**src/rtl/carry_lookahead_4bit.sv**
```systemverilog
// carry_lookahead_4bit: registered 4-bit carry-lookahead adder, answer/c_out = a + b + c_in.
// All carries are flattened sum-of-products of bit generate/propagate terms.
// Optional macro CLA_GROUP_PG_EN adds registered group generate/propagate outputs
// (g_grp, p_grp) for cascading into wider lookahead trees.
module carry_lookahead_4bit (
    input  logic       clk,
    input  logic       rst,
    input  logic [3:0] a,
    input  logic [3:0] b,
    input  logic       c_in,
    output logic [3:0] answer,
    output logic       c_out
`ifdef CLA_GROUP_PG_EN
    ,
    output logic       g_grp,
    output logic       p_grp
`endif
);

    logic [3:0] g;
    logic [3:0] p;
    logic [4:0] c;
    logic [3:0] sum_next;
    logic       grp_g;
    logic       grp_p;

    // Bit terms, parallel carries, sum and group terms (purely combinational)
    always_comb begin
        g = a & b;
        p = a ^ b;

        c    = '0;
        c[0] = c_in;
        c[1] = g[0] | (p[0] & c_in);
        c[2] = g[1] | (p[1] & g[0]) | (p[1] & p[0] & c_in);
        c[3] = g[2] | (p[2] & g[1]) | (p[2] & p[1] & g[0])
             | (p[2] & p[1] & p[0] & c_in);
        c[4] = g[3] | (p[3] & g[2]) | (p[3] & p[2] & g[1])
             | (p[3] & p[2] & p[1] & g[0])
             | (p[3] & p[2] & p[1] & p[0] & c_in);

        sum_next = p ^ c[3:0];

        grp_g = g[3] | (p[3] & g[2]) | (p[3] & p[2] & g[1])
              | (p[3] & p[2] & p[1] & g[0]);
        grp_p = &p;
    end

`ifdef CLA_GROUP_PG_EN
    // Output registers: sum, carry-out and group terms, reset to zero
    always_ff @(posedge clk) begin
        if (rst) begin
            answer <= '0;
            c_out  <= 1'b0;
            g_grp  <= 1'b0;
            p_grp  <= 1'b0;
        end else begin
            answer <= sum_next;
            c_out  <= c[4];
            g_grp  <= grp_g;
            p_grp  <= grp_p;
        end
    end
`else
    logic unused_grp;
    assign unused_grp = grp_g ^ grp_p;

    // Output registers: sum and carry-out, reset to zero
    always_ff @(posedge clk) begin
        if (rst) begin
            answer <= '0;
            c_out  <= 1'b0;
        end else begin
            answer <= sum_next;
            c_out  <= c[4];
        end
    end
`endif

endmodule

```
**config.mk**
```make
export PLATFORM = sky130hd
export DESIGN_NAME = carry_lookahead_4bit
export DESIGN_NICKNAME = d
export VERILOG_FILES = /design/src/rtl/carry_lookahead_4bit.sv
export SDC_FILE = /design/constraint.sdc
export NUM_CORES = 1
export LEC_CHECK = 0
export CORE_AREA = 2 2 39 41
export DETAILED_ROUTE_END_ITERATION = 16
export DIE_AREA = 0 0 41 43
export PLACE_DENSITY = 0.53
export SKIP_LAST_GASP = 1
export SLEW_MARGIN = 10
export SYNTH_ARGS = -nofsm -noshare
export SYNTH_HDL_FRONTEND = slang
export SYNTH_SLANG_ARGS = --single-unit
```
**constraint.sdc**
```tcl
create_clock -name clk -period 1.1 [get_ports clk]
set_clock_uncertainty 0.1 [all_clocks]
set_input_delay 0.11 -clock clk [delete_from_list [all_inputs] [get_ports clk]]
set_output_delay 0.11 -clock clk [all_outputs]
set_load 0.005 [all_outputs]
```
==> flow_metrics.py <==
metrics = {
    "run_status": {
        "outcome": "complete, no violations",
    },
    "pwr": {
        "peakVddDrop_v": 0.000235,
        "power-per-cell-area_mw_per_mm2": 1100,
        "p_leak_nw": 0.279,
    },
    "yosys": {
        "synth_flop_cell": "sky130_fd_sc_hd__dfxtp_1",
        "asyncSetResetFlopFracSynth_pct": 0,
        "synth_seq_area_share_pct": 35.7,
        "synthesis.instances": 28,
        "synth_top_family_by_area": "adder cells",
        "postSynthRegisterBits": 5,
        "synth_compound_area_share_pct": 13.4,
        "synth_largest_area_cell": "sky130_fd_sc_hd__dfxtp_1",
        "synth.lib_cells_used.distinct": 17,
        "synthSimpleGateAreaFrac_pct": 13.8,
        "synth-edff-count": 0,
        "total_nets_after_synthesis": 44,
        "ys_top_cells_by_area": "sky130_fd_sc_hd__dfxtp_1 (36%), sky130_fd_sc_hd__ha_1 (18%), sky130_fd_sc_hd__fa_1 (7.1%), sky130_fd_sc_hd__inv_1 (5.4%), sky130_fd_sc_hd__a41o_1 (3.6%)",
        "synth_xor_xnor_area_share_pct": 3.13,
        "post_synth_fa_ha_maj_area_fraction_pct": 25.0,
        "avgSynthCellArea_um2": 10.0,
        "ys.warnings.count": 0,
        "mappedNetlistArea_um2": 280,
        "synth_top_area_share_pct": 35.7,
        "synth_mux_area_share_pct": 3.57,
    },
    "clock_tree": {
        "max-clock-path-buffers": 2,
        "cts_buffers": 3,
        "cts_setup_buffers": 0,
        "clock_pin_slew_on_the_worst_setup_and_hold_paths_ns": 0.04,
        "cts_hold_buffers": 0,
        "cts_tree": "yes",
        "clock_sink_count": 5,
        "cts.htree.levels": 1,
        "ctsRootBufferMaster": "sky130_fd_sc_hd__clkbuf_4",
    },
    "global_route": {
        "grt_pass1_wl_um": 931,
        "maximum_number_of_pins_on_one_net_before_global_route_repair": 5,
        "number_of_global_route_vias_before_repair": 257,
        "grt_util_all_layers_pct": 8.23,
        "grt_overflow_total": 0,
        "grt_antenna_before_repair": 0,
    },
    "layout": {
        "post_route_cells_drive_above_1_share_pct": 25.5,
        "design.final.nets": 68,
        "layout-area-overhead-vs-synth_pct": 86.2,
        "antenna_cells": 0,
        "utilization_pct": 37.7,
    },
    "timing": {
        "final_period_minus_worst_setup_slack_ns": 1.05,
        "finalHoldViolCount": 0,
        "report.final.slew_viol_count": 0,
        "max-slew-margin-rel_pct": 88.4,
        "max_freq_mhz": 950,
        "period_share_pct": 95.7,
        "report.final.setup_viol": 0,
        "max_slew.worst_pin.slew_ns": 0.174,
        "grt_setup_unrepaired": "no",
        "final_critical_path_setup_slack_ns": 0.0469,
    },
    "routing": {
        "detailedRoute.firstIterationViolations": 2,
        "route.final.wire_length_um": 601,
        "drt_first_pass_iters": 3,
        "post_route_ant_nets": 0,
        "via_per_inst": 4.19,
        "vias": 281,
        "wl_per_cell_um": 8.97,
        "detail_route.drc_violations": 0,
    },
    "die": {
        "die_height_um": 43,
        "number_of_top_level_design_ports": 16,
        "coreArea_mm2": 0.00138,
        "die_width_um": 41,
        "initial_core_util_pct": 20.3,
        "row_count": 14,
        "die_area_mm2": 0.00176,
    },
    "critical_path": {
        "cp.arrival_ns": 1.12,
        "critical_path.endpoint_type": "flip-flop",
        "critPathMaxFanout": 2,
        "critPathSlowestCell": "sky130_fd_sc_hd__ha_4",
        "critical_path_max_stage_delay_ns": 0.25,
        "cells_traversed_along_the_worst_timing_path": "clkdlybuf4s15_1 -> ha_4 -> a41o_1 -> a21oi_2 -> mux2i_1",
        "required_ns": 1.17,
        "timing.setup.critical_path_class": "input pin to flip-flop",
        "worst_setup_path_start_kind": "input pin",
    },
    "hold_path": {
        "hold-path-cell-count": 4,
        "hold_path.class": "input pin to flip-flop",
    },
    "placed_design": {
        "dpl_worst_slack_ns": -0.484,
        "dp_hpwl_um": 504,
        "port_buffers": 15,
        "routabilityCongestion": 0.635,
    },
    "job": {
        "max_cap_viol_count": 0,
    },
}
metrics by stage:
step                hold WS [ns]  cells  setup TNS (ns)  area, µm²  total power, mW
finish                     0.188     67               0        522            0.576
global placement           0.685     63           -2.09        505            0.395
floorplan                 0.0767     28               0        305            0.286
detailed placement         0.684     63           -2.10        505            0.395
CTS                        0.314     67         -0.0618        517            0.586
global route               0.206     67               0        522            0.627
cells by family after synthesis:
group                      after synthesis
xor gates and xnor gates                 1
DFF                                      5
muxes                                    1
buffers and inverters                    4
and+or+nand+nor                          7
AOI/OAI and AO/OA                        5
adders and majority gates                5
per-layer routing:
metal | global-route usage [%] | wire length, µm | vias to the layer above
met1 | 8.36 | 268 | 117
met5 | 0 | 0 | -
met4 | 8.00 | 23 | 0
li1 | - | - | 142
met3 | 3.14 | 80 | 3
met2 | 11.9 | 228 | 19
cell usage after synthesis (all sizes together) (2+ instances only):
cell   count
dfxtp      5
ha         4
inv        4
nor2       2
registers in the layout (all words and copies together) (netlist names):
name,count
answer,4
c_out,1
final timing paths:
kind / end / start
hold / removal: answer[0] / a[0]
setup / recovery: answer[3] / a[2]
placed cells by master (no fill, tap or decap), drive strengths merged:
cell / n
buf: 4
mux2i: 1
a21o: 1
clkdlybuf4s15: 4
a41o: 1
dlymetal6s2s: 2
xor2: 1
and3: 1
clkbuf: 6
nor3b: 1
inv: 4
nand2b: 1
ha: 4
dlygate4sd2: 6
o22ai: 1
nor3: 1
o21ai: 1
dfxtp: 5
fa: 1
clkdlybuf4s50: 1
or2: 1
nor2: 2
a21oi: 1
final cells by class:
type,count,area [µm²]
clock buffers,4,26.3
fillers,149,862
inverters,4,15.0
multi-input cells,19,193
flip-flops and latches,5,100
well taps,16,20.0
repair buffers,19,168
power breakdown:
part | internal, mW | leakage [nW] | switching [mW]
Clock | 0.137 | 0.0150 | 0.0702
Combinational | 0.0979 | 0.222 | 0.0650
Sequential | 0.203 | 0.0417 | 0.00389
Total | 0.437 | 0.279 | 0.139
critical path: cells and delay by family:
kind / cells / cell delay (ns)
buffers and inverters: 1 / 0.20
AOI/OAI and AO/OA: 2 / 0.38
muxes: 1 / 0.18
adders and majority gates: 1 / 0.25
repair_timing:
action,in CTS,in global routing
pin swaps,5,6
gates resized for setup,12,11
setup endpoints to repair,10,3
Note: power is estimated with default switching activity, not from simulation.
